$ cat src/rtl/mcs4_seq_pkg.sv
// MCS-4 bus sequencer shared types: subcycle and bus-owner enums,
// plus the per-subcycle owner lookup used by the grant logic.
package mcs4_seq_pkg;

  localparam int NUM_SUBCYCLES = 8;

  typedef enum logic [2:0] {
    SC_A1 = 3'd0,
    SC_A2 = 3'd1,
    SC_A3 = 3'd2,
    SC_M1 = 3'd3,
    SC_M2 = 3'd4,
    SC_X1 = 3'd5,
    SC_X2 = 3'd6,
    SC_X3 = 3'd7
  } subcycle_e;

  typedef enum logic [1:0] {
    OWN_NONE,
    OWN_CPU,
    OWN_ROM,
    OWN_EXT
  } owner_e;

  function automatic subcycle_e sc_next(input subcycle_e sc);
    return subcycle_e'(sc + 3'd1);
  endfunction

  // rd/wr are the latched, conflict-filtered X2 controls.
  function automatic owner_e owner_of(
    input subcycle_e sc,
    input logic      rd,
    input logic      wr,
    input logic      src
  );
    owner_e o;
    o = OWN_NONE;
    case (sc)
      SC_A1, SC_A2, SC_A3: o = OWN_CPU;
      SC_M1, SC_M2:        o = OWN_ROM;
      SC_X2: o = rd ? OWN_EXT : (wr ? OWN_CPU : OWN_NONE);
      SC_X3: o = src ? OWN_CPU : OWN_NONE;
      default: o = OWN_NONE;
    endcase
    return o;
  endfunction

endpackage

$ cat src/rtl/mcs4_bus_sequencer_if.sv
// Sequencer bus bundle: instruction controls in, clocks, subcycle
// strobes, bus grants and status out. master = sequencer side.
// cycle_cnt exists only with MCS4_SEQ_CYCLE_CNT_EN defined.
interface mcs4_bus_sequencer_if;

  logic halt_req;
  logic io_rd;
  logic io_wr;
  logic src_x3;
  logic clk1;
  logic clk2;
  logic a1, a2, a3, m1, m2, x1, x2, x3;
  logic sync;
  logic grant_cpu;
  logic grant_rom;
  logic grant_ext;
  logic halted;
  logic bus_conflict;
`ifdef MCS4_SEQ_CYCLE_CNT_EN
  logic [15:0] cycle_cnt;

  modport master (
    input  halt_req, io_rd, io_wr, src_x3,
    output clk1, clk2,
    output a1, a2, a3, m1, m2, x1, x2, x3,
    output sync, grant_cpu, grant_rom, grant_ext,
    output halted, bus_conflict, cycle_cnt
  );

  modport slave (
    output halt_req, io_rd, io_wr, src_x3,
    input  clk1, clk2,
    input  a1, a2, a3, m1, m2, x1, x2, x3,
    input  sync, grant_cpu, grant_rom, grant_ext,
    input  halted, bus_conflict, cycle_cnt
  );
`else
  modport master (
    input  halt_req, io_rd, io_wr, src_x3,
    output clk1, clk2,
    output a1, a2, a3, m1, m2, x1, x2, x3,
    output sync, grant_cpu, grant_rom, grant_ext,
    output halted, bus_conflict
  );

  modport slave (
    output halt_req, io_rd, io_wr, src_x3,
    input  clk1, clk2,
    input  a1, a2, a3, m1, m2, x1, x2, x3,
    input  sync, grant_cpu, grant_rom, grant_ext,
    input  halted, bus_conflict
  );
`endif

endinterface

$ cat src/rtl/mcs4_phase_clkgen.sv
// Quarter counter and two-phase clock generator (QLEN sysclk per quarter).
// Ports: clk_i, rst_ni, hold_i in; clk1_o, clk2_o, sc_end_o, sc_adv_o, q_nxt_o out.
module mcs4_phase_clkgen #(
  parameter int QLEN = 2
) (
  input  logic       clk_i,
  input  logic       rst_ni,
  input  logic       hold_i,
  output logic       clk1_o,
  output logic       clk2_o,
  output logic       sc_end_o,
  output logic       sc_adv_o,
  output logic [1:0] q_nxt_o
);

  localparam logic [3:0] QMAX = 4'(QLEN - 1);

  logic       run_q;
  logic [1:0] q_q, q_d;
  logic [3:0] cnt_q, cnt_d;
  logic       clk1_q, clk2_q;
  logic       last;
  logic       adv;

  // State is the position shown on the outputs; the first edge after
  // reset only starts the outputs without advancing.
  assign last     = (cnt_q == QMAX);
  assign sc_end_o = run_q && (q_q == 2'd3) && last;

  always_comb begin
    adv      = run_q && !hold_i;
    sc_adv_o = adv && sc_end_o;
    q_d      = q_q;
    cnt_d    = cnt_q;
    if (adv) begin
      if (last) begin
        cnt_d = 4'd0;
        q_d   = q_q + 2'd1;
      end else begin
        cnt_d = cnt_q + 4'd1;
      end
    end
    q_nxt_o = q_d;
  end

  always_ff @(posedge clk_i or negedge rst_ni) begin
    if (!rst_ni) begin
      run_q  <= 1'b0;
      q_q    <= 2'd0;
      cnt_q  <= 4'd0;
      clk1_q <= 1'b0;
      clk2_q <= 1'b0;
    end else begin
      run_q  <= 1'b1;
      q_q    <= q_d;
      cnt_q  <= cnt_d;
      clk1_q <= !hold_i && (q_d == 2'd0);
      clk2_q <= !hold_i && (q_d == 2'd2);
    end
  end

  assign clk1_o = clk1_q;
  assign clk2_o = clk2_q;

endmodule

$ cat src/rtl/mcs4_bus_sequencer.sv
// MCS-4 data-bus master sequencer: subcycle FSM, bus grants, halt.
// Ports: sysclk, poc_n; bus (mcs4_bus_sequencer_if.master). Option: MCS4_SEQ_CYCLE_CNT_EN.
module mcs4_bus_sequencer
  import mcs4_seq_pkg::*;
#(
  parameter int QLEN = 2
) (
  input logic                  sysclk,
  input logic                  poc_n,
  mcs4_bus_sequencer_if.master bus
);

  subcycle_e sc_q, sc_d;
  logic      halted_q;
  logic      rd_q, wr_q, src_q;
  logic      gc_q, gr_q, ge_q;
  logic      conf_q;
  logic [NUM_SUBCYCLES-1:0] ind_q;

  logic       clk1, clk2;
  logic       sc_end, sc_adv;
  logic [1:0] q_nxt;
  logic       halt_go, hold;
  logic       x1_entry;
  logic       keep;
  owner_e     own_cur, own_nxt;

  mcs4_phase_clkgen #(
    .QLEN(QLEN)
  ) u_clkgen (
    .clk_i    (sysclk),
    .rst_ni   (poc_n),
    .hold_i   (hold),
    .clk1_o   (clk1),
    .clk2_o   (clk2),
    .sc_end_o (sc_end),
    .sc_adv_o (sc_adv),
    .q_nxt_o  (q_nxt)
  );

  assign halt_go = sc_end && !halted_q
                && (sc_q == SC_X3) && bus.halt_req;
  assign hold    = halt_go || (halted_q && bus.halt_req);

  always_comb begin
    sc_d     = sc_adv ? sc_next(sc_q) : sc_q;
    x1_entry = sc_adv && (sc_q == SC_M2);
    own_cur  = owner_of(sc_d, rd_q, wr_q, src_q);
    own_nxt  = owner_of(sc_next(sc_d), rd_q, wr_q, src_q);
    // q3 is turnaround unless the next subcycle keeps the owner.
    keep     = !hold && ((q_nxt != 2'd3) || (own_cur == own_nxt));
  end

  always_ff @(posedge sysclk or negedge poc_n) begin
    if (!poc_n) begin
      sc_q     <= SC_A1;
      halted_q <= 1'b0;
      rd_q     <= 1'b0;
      wr_q     <= 1'b0;
      src_q    <= 1'b0;
      conf_q   <= 1'b0;
      ind_q    <= '0;
      gc_q     <= 1'b0;
      gr_q     <= 1'b0;
      ge_q     <= 1'b0;
    end else begin
      sc_q <= sc_d;
      if (halt_go) begin
        halted_q <= 1'b1;
      end else if (halted_q && !bus.halt_req) begin
        halted_q <= 1'b0;
      end
      // A read/write clash cancels both directions.
      if (x1_entry) begin
        rd_q  <= bus.io_rd && !bus.io_wr;
        wr_q  <= bus.io_wr && !bus.io_rd;
        src_q <= bus.src_x3;
      end
      conf_q <= x1_entry && bus.io_rd && bus.io_wr;
      ind_q  <= 8'd1 << sc_d;
      gc_q   <= keep && (own_cur == OWN_CPU);
      gr_q   <= keep && (own_cur == OWN_ROM);
      ge_q   <= keep && (own_cur == OWN_EXT);
    end
  end

`ifdef MCS4_SEQ_CYCLE_CNT_EN
  logic [15:0] cnt_q;

  always_ff @(posedge sysclk or negedge poc_n) begin
    if (!poc_n) begin
      cnt_q <= 16'd0;
    end else if (sc_adv && (sc_q == SC_X3)) begin
      cnt_q <= cnt_q + 16'd1;
    end
  end

  assign bus.cycle_cnt = cnt_q;
`endif

  assign bus.clk1         = clk1;
  assign bus.clk2         = clk2;
  assign bus.a1           = ind_q[0];
  assign bus.a2           = ind_q[1];
  assign bus.a3           = ind_q[2];
  assign bus.m1           = ind_q[3];
  assign bus.m2           = ind_q[4];
  assign bus.x1           = ind_q[5];
  assign bus.x2           = ind_q[6];
  assign bus.x3           = ind_q[7];
  assign bus.sync         = ind_q[7];
  assign bus.grant_cpu    = gc_q;
  assign bus.grant_rom    = gr_q;
  assign bus.grant_ext    = ge_q;
  assign bus.halted       = halted_q;
  assign bus.bus_conflict = conf_q;

endmodule

$ cat src/flat_wrapper.sv
// flat-port wrapper written by rule: the top's interface ports become plain ports
module mcs4_bus_sequencer_flat import mcs4_seq_pkg::*;
#(
  parameter int QLEN = 2
)
  (sysclk, poc_n, bus_halt_req, bus_io_rd, bus_io_wr, bus_src_x3, bus_clk1, bus_clk2, bus_a1, bus_a2, bus_a3, bus_m1, bus_m2, bus_x1, bus_x2, bus_x3, bus_sync, bus_grant_cpu, bus_grant_rom, bus_grant_ext, bus_halted, bus_bus_conflict);
  mcs4_bus_sequencer_if bus_i ();
  input logic sysclk;
  input logic poc_n;
  input wire logic [$bits(bus_i.halt_req)-1:0] bus_halt_req;
  input wire logic [$bits(bus_i.io_rd)-1:0] bus_io_rd;
  input wire logic [$bits(bus_i.io_wr)-1:0] bus_io_wr;
  input wire logic [$bits(bus_i.src_x3)-1:0] bus_src_x3;
  output wire logic [$bits(bus_i.clk1)-1:0] bus_clk1;
  output wire logic [$bits(bus_i.clk2)-1:0] bus_clk2;
  output wire logic [$bits(bus_i.a1)-1:0] bus_a1;
  output wire logic [$bits(bus_i.a2)-1:0] bus_a2;
  output wire logic [$bits(bus_i.a3)-1:0] bus_a3;
  output wire logic [$bits(bus_i.m1)-1:0] bus_m1;
  output wire logic [$bits(bus_i.m2)-1:0] bus_m2;
  output wire logic [$bits(bus_i.x1)-1:0] bus_x1;
  output wire logic [$bits(bus_i.x2)-1:0] bus_x2;
  output wire logic [$bits(bus_i.x3)-1:0] bus_x3;
  output wire logic [$bits(bus_i.sync)-1:0] bus_sync;
  output wire logic [$bits(bus_i.grant_cpu)-1:0] bus_grant_cpu;
  output wire logic [$bits(bus_i.grant_rom)-1:0] bus_grant_rom;
  output wire logic [$bits(bus_i.grant_ext)-1:0] bus_grant_ext;
  output wire logic [$bits(bus_i.halted)-1:0] bus_halted;
  output wire logic [$bits(bus_i.bus_conflict)-1:0] bus_bus_conflict;
  assign bus_i.halt_req = bus_halt_req;
  assign bus_i.io_rd = bus_io_rd;
  assign bus_i.io_wr = bus_io_wr;
  assign bus_i.src_x3 = bus_src_x3;
  assign bus_clk1 = bus_i.clk1;
  assign bus_clk2 = bus_i.clk2;
  assign bus_a1 = bus_i.a1;
  assign bus_a2 = bus_i.a2;
  assign bus_a3 = bus_i.a3;
  assign bus_m1 = bus_i.m1;
  assign bus_m2 = bus_i.m2;
  assign bus_x1 = bus_i.x1;
  assign bus_x2 = bus_i.x2;
  assign bus_x3 = bus_i.x3;
  assign bus_sync = bus_i.sync;
  assign bus_grant_cpu = bus_i.grant_cpu;
  assign bus_grant_rom = bus_i.grant_rom;
  assign bus_grant_ext = bus_i.grant_ext;
  assign bus_halted = bus_i.halted;
  assign bus_bus_conflict = bus_i.bus_conflict;
  mcs4_bus_sequencer #(.QLEN(QLEN)) u_core (.sysclk(sysclk), .poc_n(poc_n), .bus(bus_i));
endmodule
$ cat config.mk
export PLATFORM = sky130hd
export DESIGN_NAME = mcs4_bus_sequencer_flat
export DESIGN_NICKNAME = d
export VERILOG_FILES = /design/src/rtl/mcs4_seq_pkg.sv /design/src/rtl/mcs4_bus_sequencer_if.sv /design/src/rtl/mcs4_phase_clkgen.sv /design/src/rtl/mcs4_bus_sequencer.sv /design/src/flat_wrapper.sv
export SDC_FILE = /design/constraint.sdc
export NUM_CORES = 1
export LEC_CHECK = 0
export CORE_UTILIZATION = 50
export CTS_BUF_LIST = sky130_fd_sc_hd__clkbuf_8
export CTS_CLUSTER_SIZE = 12
export DETAILED_ROUTE_END_ITERATION = 8
export MAX_ROUTING_LAYER = met4
export PLACE_DENSITY = 0.74
export SLEW_MARGIN = 20
export SYNTH_ARGS = -nofsm -noshare
export SYNTH_HDL_FRONTEND = slang
export SYNTH_SLANG_ARGS = --single-unit
$ cat constraint.sdc
create_clock -name sysclk -period 3.2 [get_ports sysclk]
set_input_delay 0.48 -clock sysclk [delete_from_list [all_inputs] [get_ports sysclk]]
set_output_delay 0.48 -clock sysclk [all_outputs]
set_load 0.02 [all_outputs]
### Word-level counts from Yosys, hierarchy flattened

Cells that the tools add are included.

* latch bits: 0
* bits in registers: 28
* memories: 0
* word-level logic and storage cells: 88
* memory bits (writable): 0
* output and inout port bits: 16
* ROM bits: 0
* bits of input ports: 6

* bitwise logic cells: 0
* add/subtract/negate cells: 4
* shift operators: 1
* equality and inequality tests: 22
* reductions and logical operators: 35
* $mul: 0
* magnitude comparators: 0
* muxes and demuxes: 11
* div/mod/pow operators: 0

Operators by type and width (count)
* 3-bit equality test (second input constant): 8
* 1-bit logical AND: 20
* 2-bit one-hot mux with 4 select lines: 2
* 3-bit by 2-bit equality test with 1-bit output (second input constant): 4
* 2-bit equality test (second input constant): 4
* 1-bit by 3-bit << shifter with 8-bit output (first input constant): 1
* 3-bit by 1-bit adder with 3-bit output (second input constant): 2
* 3-bit by 1-bit equality test with 1-bit output (second input constant): 2
* 3-bit logical NOT: 2
* 2-bit 2-to-1 mux: 3
* 3-bit OR reduction: 2
* 1-bit logical NOT: 5
* 4-bit by 1-bit adder with 4-bit output (second input constant): 1
* 4-bit by 1-bit equality test with 1-bit output (second input constant): 1
* 1-bit 2-to-1 mux: 4
* 4-bit 2-to-1 mux: 1
* 2-bit OR reduction: 2
* 3-bit 2-to-1 mux: 1
* 2-bit by 1-bit adder with 2-bit output (second input constant): 1
* 2-bit by 1-bit equality test with 1-bit output (second input constant): 1
* 2-bit equality test: 1
* 2-bit logical NOT: 1
* 1-bit logical OR: 2
* 2-bit != test (second input constant): 1
* 2-bit nonzero test: 1

### Logic depth before layout (Yosys ltp)

* depth after elaboration: 19
* gate-level depth with buffers: 13
* depth with buffers taken out: 12

### Modules after synthesis

A second synthesis with hierarchy kept.

* cell total of the unflattened synthesis: 121
* area total of the unflattened synthesis: 1343.8 um^2

Modules (own cells, without submodules)
* mcs4_bus_sequencer: area each 918.4 um^2, instances 1, cells each 83, seq. area each 475.5 um^2
* mcs4_phase_clkgen: area each 425.4 um^2, instances 1, cells each 38, seq. area each 225.2 um^2

### Worst setup path before layout

No wires, ideal clock.

* kind: register to register
* from: register u_core.sc_q[0]
* to: register u_core.gc_q, in the netlist u_core.bus.grant_cpu
* period minus slack after synthesis: 2.929 ns
* required time: 3.104 ns
* data arrival time: 2.833 ns
* cell stages (with the launch flop): 14
* setup slack: 0.271 ns
* buffers on the path: 2
* setup time: 0.096 ns
* cell sequence: dfrtp_1 buf_2 inv_1 ha_1 clkbuf_1 nand4_1 o22ai_2 ha_1 and2_1 a32oi_1 o211ai_1 a32oi_1 a31oi_1 nor4_2

* word-level cells in the longest chain between the ends: 16
* elaborated cells between the ends (all ways): 37
* those cells by class: add/sub: 2; eq/ne: 16; mux: 4; reduce/logical: 15

RTL lines
* start, declared: RTL line mcs4_bus_sequencer.sv:13 `subcycle_e sc_q, sc_d;`
* start signal, assigned: RTL line mcs4_bus_sequencer.sv:56 `sc_q <= SC_A1;`
* start signal, assigned: RTL line mcs4_bus_sequencer.sv:67 `sc_q <= sc_d;`
* 3-bit equality test: RTL line mcs4_bus_sequencer.sv:42 `&& (sc_q == SC_X3) && bus.halt_req;`
* 1-bit logical AND (2 in series): RTL line mcs4_bus_sequencer.sv:42
* 1-bit logical OR: RTL line mcs4_bus_sequencer.sv:43 `assign hold = halt_go || (halted_q && bus.halt_req);`
* 1-bit logical NOT: RTL line mcs4_phase_clkgen.sv:31, mcs4_bus_sequencer.sv:51
* 1-bit logical AND: RTL line mcs4_phase_clkgen.sv:31 `adv = run_q && !hold_i;`
* 1-bit logical AND: RTL line mcs4_phase_clkgen.sv:32 `sc_adv_o = adv && sc_end_o;`
* 3-bit 2-to-1 mux: RTL line mcs4_bus_sequencer.sv:46 `sc_d = sc_adv ? sc_next(sc_q) : sc_q;`
* 3-bit by 1-bit adder with 3-bit output: RTL line mcs4_seq_pkg.sv:26 `return subcycle_e'(sc + 3'd1);`
* 3-bit by 1-bit equality test with 1-bit output, or another cell as far along: RTL line mcs4_seq_pkg.sv:38 `case (sc)`
* 3-bit OR reduction / 2-bit OR reduction (equally long branches): RTL line mcs4_seq_pkg.sv:38
* 2-bit one-hot mux with 4 select lines: RTL line mcs4_seq_pkg.sv:38
* 2-bit equality test: RTL line mcs4_bus_sequencer.sv:51 `keep = !hold && ((q_nxt != 2'd3) || (own_cur == own_nxt));`
* 1-bit logical OR: RTL line mcs4_bus_sequencer.sv:51
* 1-bit logical AND: RTL line mcs4_bus_sequencer.sv:51
* 1-bit logical AND (*): RTL line mcs4_bus_sequencer.sv:81 `gc_q <= keep && (own_cur == OWN_CPU);`
* end signal, assigned: RTL line mcs4_bus_sequencer.sv:81
* end, declared: RTL line mcs4_bus_sequencer.sv:16 `logic gc_q, gr_q, ge_q;`

Mark *: on every way between the ends. The rest lies on a longest branch, timed or not.
A chain may end at the register's enable or synchronous reset.

### Final worst setup path

* from: register u_core.sc_q[0]
* to: register u_core.gc_q, in the netlist u_core.bus.grant_cpu

* word-level cells in the longest chain between the ends: 16
* elaborated cells between the ends (all ways): 37
* those cells by class: add/sub: 2; eq/ne: 16; mux: 4; reduce/logical: 15

RTL lines (RTL line)
* 3-bit equality test: mcs4_bus_sequencer.sv:42
* 1-bit logical AND (2 in series): mcs4_bus_sequencer.sv:42
* 1-bit logical OR: mcs4_bus_sequencer.sv:43
* 1-bit logical NOT: mcs4_phase_clkgen.sv:31
* 1-bit logical AND: mcs4_phase_clkgen.sv:31
* 1-bit logical AND: mcs4_phase_clkgen.sv:32
* 3-bit 2-to-1 mux (*): mcs4_bus_sequencer.sv:46
* via u_core.sc_d[2]: mcs4_bus_sequencer.sv:13
* 3-bit by 1-bit adder with 3-bit output: mcs4_seq_pkg.sv:26
* 3-bit by 1-bit equality test with 1-bit output, or another cell as far along: mcs4_seq_pkg.sv:38
* 3-bit OR reduction / 2-bit OR reduction (equally long branches): mcs4_seq_pkg.sv:38
* 2-bit one-hot mux with 4 select lines: mcs4_seq_pkg.sv:38
* 2-bit equality test: mcs4_bus_sequencer.sv:51
* 1-bit logical OR: mcs4_bus_sequencer.sv:51
* 1-bit logical AND: mcs4_bus_sequencer.sv:51
* 1-bit logical AND (*): mcs4_bus_sequencer.sv:81

The timed path passes the listed nets; every way through them passes the cells marked *.

==> flow_summary.yaml <==
timing:
  report.final.slew_viol_count: 0
  finalCritPeriodShare: 0.947
  rsz0062_at_grt: "false"
  skew_ns: 0.00415
  final-setup-viol-count: 0
  hold_viol: 0
  finalCriticalPeriod_ns: 3.03
  tns_ns: 0
  max_freq_ghz: 0.330
  worst_slack_ns: 0.168
yosys:
  synthTopCellsByArea: "dfrtp_1 (46%), ha_1 (5.8%), nor3_1 (3.0%)"
  synth_fp_nets: 164
  synth-main-ff-cell: "dfrtp_1"
  muxShareOfSynthArea: 0.0223
  mappedNetlistArea_mm2: 0.00151
  synth.most_common_cell: "dfrtp_1"
  synth_top_family_by_area: "simple AND/OR/NAND/NOR gates"
  yosys.area_share.adder: 0.0579
  ys_types: 42
  ys_ff_latch: 28
  ys_top_cells_by_count: "dfrtp_1 (28), nor2_1 (12), nand2_1 (11)"
  avgSynthCellArea_um2: 10.0
  post-synth-top-area-fraction: 0.463
  ys_warn_count: 0
  ys_seq_area_frac: 0.463
  synthSimpleGateAreaFrac: 0.227
  netlist_instances: 151
  synth-xor-area-share: 0.0289
  synth_compound_area_frac: 0.160
  async_flop_share: 1.00
  synth_edf_count: 0
  yosysTopAreaCell: "dfrtp_1"
floorplan:
  core_area_mm2: 0.00281
  fp.dieH_um: 57.0
  ioPinCount: 22
  dieArea_mm2: 0.00325
  rows: 19
  die_w_um: 57.0
  start_util: 0.539
clock_network:
  root_buffer: "clkbuf_8"
  cts_made_buffers: 3
  clkTransAtPathRegs_ns: 0.09
  clk_latency_ns: 0.26
  clockBufferDepth: 2
  clkSinkCount: 28
  h-tree-depth: 1
  cts_tree: "done"
final_layout:
  diodes: 0
  multi_input_area_um2: 774
  fin_area_mm2: 0.00187
  final_cells: 211
  fillCellCount: 226
  drive_above_1_share: 0.156
  regArea_um2: 701
  area_growth_syn_to_layout_pct: 23.9
  num-nets-final: 195
placement:
  portBuffers: 21
  dp_cells: 205
  place_ws_ns: 0.113
  gp_congestion: 1.02
  dpl_cell_area_mm2: 0.00179
  post-dp-hpwl_um: 2370
worst_setup_path:
  path_delay_family: "compound AO/OA/AOI/OAI gates"
  end_kind: "register"
  crit_fanout: 8
  startpoint_type: "register"
  r2r-start: "u_core.sc_q[0]$_DFF_PN0_"
  path_common_cell: "ha_1"
  crit_buf_inv: 1
  path_cells: "ha_1 > ha_1 > o21ai_2 > buf_4 > nand4_1 > o21ai_1 > ha_2 > and2_1 > a32oi_1 > o211ai_1 > a32oi_2 > a31oi_1 > nor4_2"
  max_stage_delay_ns: 0.41
  critPathRequiredTime_ns: 3.38
  crit_path_top_delay_cell: "dfrtp_1"
  worst-setup-path-type: "register to register"
  setup.worst_path.start: "u_core.sc_q[0]$_DFF_PN0_"
  crit_arrival_ns: 3.21
detailed_routing:
  drc: 2
  vias: 1311
  post_drt_wl_per_cell_um: 15.5
  drt_wl_total_um: 3270
  antenna_left: 0
  drt_iter0_drc: 73
  viasPerCell: 6.21
  firstDrtPassIters: 6
pwr:
  seqPwrFrac: 0.301
  swShare: 0.433
  power.density_mw_per_mm2: 929
  p_int_uw: 988
  pwr-share-comb: 0.595
  p_clk_frac: 0.104
  cellLeakagePower_nw: 0.805
  ir_drop_mv: 0.445
  p_switching_uw: 753
hold_path:
  hold_class: "register to register"
  hp-start: "u_core.u_clkgen.cnt_q[3]$_DFFE_PN0N_"
grt:
  grt.overflow.total: 0
  grt_max_degree: 29
  track_usage: 0.222
  antenna_found_initial: 0
  grt_pass1_vias: 1199
  grt_pass1_wl_um: 5440
status:
  violations: "design-rule violations"
  status: "complete, but fails checks"
flow_run:
  cap_violations: 0
-- final timing paths --
check	to	slack [ns]	cells after the start
min in group asynchronous	u_core.ind_q[6]$_DFF_PN0_	0.59	2
setup / recovery	u_core.bus.grant_cpu$_DFF_PN0_	0.17	13
hold reg to reg	u_core.u_clkgen.cnt_q[3]$_DFFE_PN0N_	0.53	1
hold / removal	u_core.u_clkgen.cnt_q[3]$_DFFE_PN0N_	0.53	1
setup reg to reg	u_core.bus.grant_cpu$_DFF_PN0_	0.17	13
max in group asynchronous	u_core.sc_q[1]$_DFF_PN0_	2.35	2
-- layout by cell type, fill, tap and decap left out, types with 3 or more instances in the layout --
master / synthesis / final
dfrtp_1: 28 / 28
clkdlybuf4s50_1: 0 / 21
nor2_1: 12 / 12
nand2_1: 11 / 11
nor3_1: 9 / 9
buf_4: 2 / 9
inv_1: 8 / 8
a31oi_1: 7 / 7
o21ai_0: 7 / 7
ha_1: 7 / 6
xnor2_1: 5 / 5
nor2b_1: 4 / 4
nand4_1: 4 / 4
nand3_1: 4 / 4
mux2_2: 3 / 3
nand2b_1: 3 / 3
a21oi_1: 3 / 3
o211ai_1: 3 / 3
clkbuf_8: 0 / 3
-- layer usage --
metal | global-route usage | up-vias | routed length (um)
li1 | - | 606 | -
met1 | 0.286 | 627 | 1350
met2 | 0.345 | 68 | 1600
met3 | 0.0363 | 10 | 240
met4 | 0.101 | 0 | 79
met5 | - | - | 0
-- area by class of cell --
class / count / area share
Timing Repair Buffer: 31 / 0.154
Tap cell: 31 / 0.0207
Clock buffer: 3 / 0.0220
Multi-Input combinational cell: 110 / 0.413
Inverter: 8 / 0.0160
Sequential cell: 28 / 0.374
-- state kept, by name, summed over array words and instances (netlist names) --
signal / cells
u_core.bus.grant_cpu: 1
u_core.ind_q: 8
u_core.bus.halted: 1
u_core.wr_q: 1
u_core.src_q: 1
u_core.bus.bus_conflict: 1
u_core.u_clkgen.q_q: 2
u_core.u_clkgen.cnt_q: 4
u_core.u_clkgen.run_q: 1
u_core.bus.grant_rom: 1
u_core.sc_q: 3
u_core.u_clkgen.clk1_o: 1
u_core.rd_q: 1
u_core.u_clkgen.clk2_o: 1
u_core.bus.grant_ext: 1
-- timing repair --
item,in CTS,in global routing
setup endpoints to repair,0,3
hold buffers,0,0
gates resized for setup,0,5
setup buffers,0,3
-- power by group through the flow --
stage               registers (mW)  clock network, mW  logic, mW
global route                 0.537              0.202       1.12
floorplan                    0.592                  0      0.588
CTS                          0.523              0.189      0.984
detailed placement           0.529                  0      0.978
global placement             0.523                  0      0.946
finish                       0.523              0.182       1.04
-- kinds of logic (layout without fill, tap and decap cells) --
kind of cell	after synthesis	after routing
flip-flops	28	28
other	1	1
multiplexers	3	3
adder cells (fa/ha/maj)	7	7
AND/OR/NAND/NOR	59	59
XOR/XNOR	5	5
AO/OA/AOI/OAI	35	35
buffers and inverters	13	42
-- per-stage QoR --
| step | hold WS (ns) | total power [mW] | utilization |
|---|---|---|---|
| after floorplan | 0.184 | 1.18 | - |
| after global placement | 0.507 | 1.47 | 0.637 |
| after detailed placement | 0.515 | 1.51 | 0.637 |
| after CTS | 0.537 | 1.70 | 0.652 |
| after global routing | 0.561 | 1.86 | 0.668 |
| final | 0.528 | 1.74 | 0.668 |
Note: power is estimated with default switching activity, not from simulation.
==> variant: new RTL, same settings <==
Register the output `bus.sync`, without a reset; this adds one clock of latency there.
--- a/src/rtl/mcs4_bus_sequencer.sv
+++ b/src/rtl/mcs4_bus_sequencer.sv
@@ -108,7 +108,9 @@
   assign bus.x1           = ind_q[5];
   assign bus.x2           = ind_q[6];
   assign bus.x3           = ind_q[7];
-  assign bus.sync         = ind_q[7];
+  always_ff @(posedge sysclk) begin
+    bus.sync <= ind_q[7];
+  end
   assign bus.grant_cpu    = gc_q;
   assign bus.grant_rom    = gr_q;
   assign bus.grant_ext    = ge_q;
Function: no difference found for any inputs over 10 cycles, from zero or initial values; that may be too few to reach the edited logic, so the function may still have changed.
==> variant against the original RTL <==
- the run still ends with design-rule violations left
- synthesized area rose by 0.83%
- total power grew 13%
- hold slack got worse by 0.15 ns
- die area up 0.79%
- wire length increased by 2.2%
- clock power up 110%
- non-clock buffer count did not move
- cell area rose by 5.2%
- sequential cell count up 1
- synthesized cell count unchanged
- sequential power up 1%
- setup slack gained 0.040 ns
- largest cell class unchanged
==> variant: results (changes against the original RTL) <==
* Psw at 0.7824 mW (+3.9%)
* N_diodes at 0 (unchanged)
* Clk buf depth at 2 (unchanged)
* Pleak at 0.8563 nW (+6.4%)
* H-tree depth at 2 (+1)
* Biggest regs: u_core.ind_q (8), u_core.u_clkgen.cnt_q (4), u_core.sc_q (3)
* TritonRoute pass-1 iters at 6 (unchanged)
* WL per Instance at 15.39 µm (-0.59%)
* Vias after detailed routing at 1,301 (-0.76%)
* Drt drc at 2 (unchanged)
* Peak supply drop at 0.5746 mV (+29%)
* CP peak stage delay at 0.37 ns (-0.04 ns)
* Failing checks: design-rule violations
* Synth area leaders: dfrtp_1 46%, ha_1 5.7%, nor3_1 3.0%, nor2_1 3.0%, a31oi_1 2.9%
* Status: finished, violations left
* Gr usage total at 24.55% (+2.4 points)
* DR iter-0 viols at 71 (-2.7%)
* # nets final at 198 (+1.5%)
* Initial antenna violation count at 0 (unchanged)
* Placed Instances at 207 (+0.98%)
* Wire length of the first global-routing pass at 5851 µm (+7.6%)
* Total Power at 1.960 mW (+13%)
* CP max FO at 8 (unchanged)
* Dpl hpwl at 2447 µm (+3.2%)
* Share of cells above drive strength 1 at 17.74% (+2.2 points)
* Reg2Reg Depth at 12 (-1)
* IO Port Bufs at 21 (unchanged)
* R2r setup slk at 0.21 ns (+0.04 ns)
* Layout Cells excl Fill at 217 (+2.8%)
* Synth Warn # at 0 (unchanged)
* Seq group at 0.528 mW (+1%)
* Total CTS buffers at 5 (+2)
* Seq/Total Area, Yosys at 47.25% (+0.93 points)
* Avg Cell Area, Syn at 10.10 µm² (+0.83%)
* Routability congestion estimate at 0.9068 (-11%)
* Critical path data arrival time at 3.18 ns (-0.03 ns)
* Clk_lat worst skew at 0.28 ns (+0.02 ns)
* Vias in the first global route at 1,245 (+3.8%)
* WL met2 at 1590 µm (-0.44%)
* Final clock skew at 0.005473 ns (+0.001321 ns)
* Yosys cell types at 43 (+2.4%)
* DRT met1 WL at 1445 µm (+7.0%)
* CP Capture Point: u_core.bus.grant_cpu
* Met3 wire len at 225 µm (-6.3%)
* Reg clk slew, reported paths at 0.06 ns (-0.03 ns)
* Largest net degree at the start of global routing at 29 (unchanged)
* Async S/R FF share, synth at 96.55% (-3.4 points)
* Fillcell total at 215 (-4.9%)
## variant: per-layer routing
metal  global-route usage, %  up-vias
li1                        -      613
met1                   30.54      624
met2                   38.82       55
met3                   6.349        9
met4                   8.711        0
met5                       -        -
## variant: worst min path at each step
stage	slack, ns	end	cells after the start	start
finish	0.37	u_core.bus.sync	0	u_core.ind_q[7]
CTS	0.38	u_core.bus.sync	0	u_core.ind_q[7]
global placement	0.35	u_core.bus.sync	0	u_core.ind_q[7]
floorplan	0.18	u_core.bus.bus_conflict	0	poc_n
detailed placement	0.36	u_core.bus.sync	0	u_core.ind_q[7]
global route	0.38	u_core.bus.sync	0	u_core.ind_q[7]
## variant: through the flow
stage	setup WS [ns]	TNS (ns)	instance area [µm²]
floorplan	0.2710	0	1525
global placement	0.1286	0	1814
global route	0.003202	0	1972
finish	0.2081	0	1972
CTS	0.04726	0	1931
detailed placement	-0.01349	-0.01349	1814
## variant: cell families after synthesis
| family | count (synthesis) | share of synthesized area (%) |
|---|---|---|
| compound gates | 35 | 15.91 |
| xor+xnor | 5 | 2.871 |
| fa+ha+maj | 7 | 5.742 |
| buf+inv | 12 | 3.281 |
| flops | 29 | 47.25 |
| mux | 3 | 2.215 |
| other cells | 1 | 0.2459 |
| simple gates | 59 | 22.48 |
## variant: cell type report
class | instances | area, µm² | area share, %
Timing Repair Buffer | 31 | 285.3 | 14.47
Clock inverter | 2 | 33.78 | 1.713
Inverter | 8 | 30.03 | 1.523
Clock buffer | 6 | 82.58 | 4.188
Tap cell | 31 | 38.79 | 1.967
Multi-Input combinational cell | 110 | 780.7 | 39.59
Sequential cell | 29 | 720.7 | 36.55
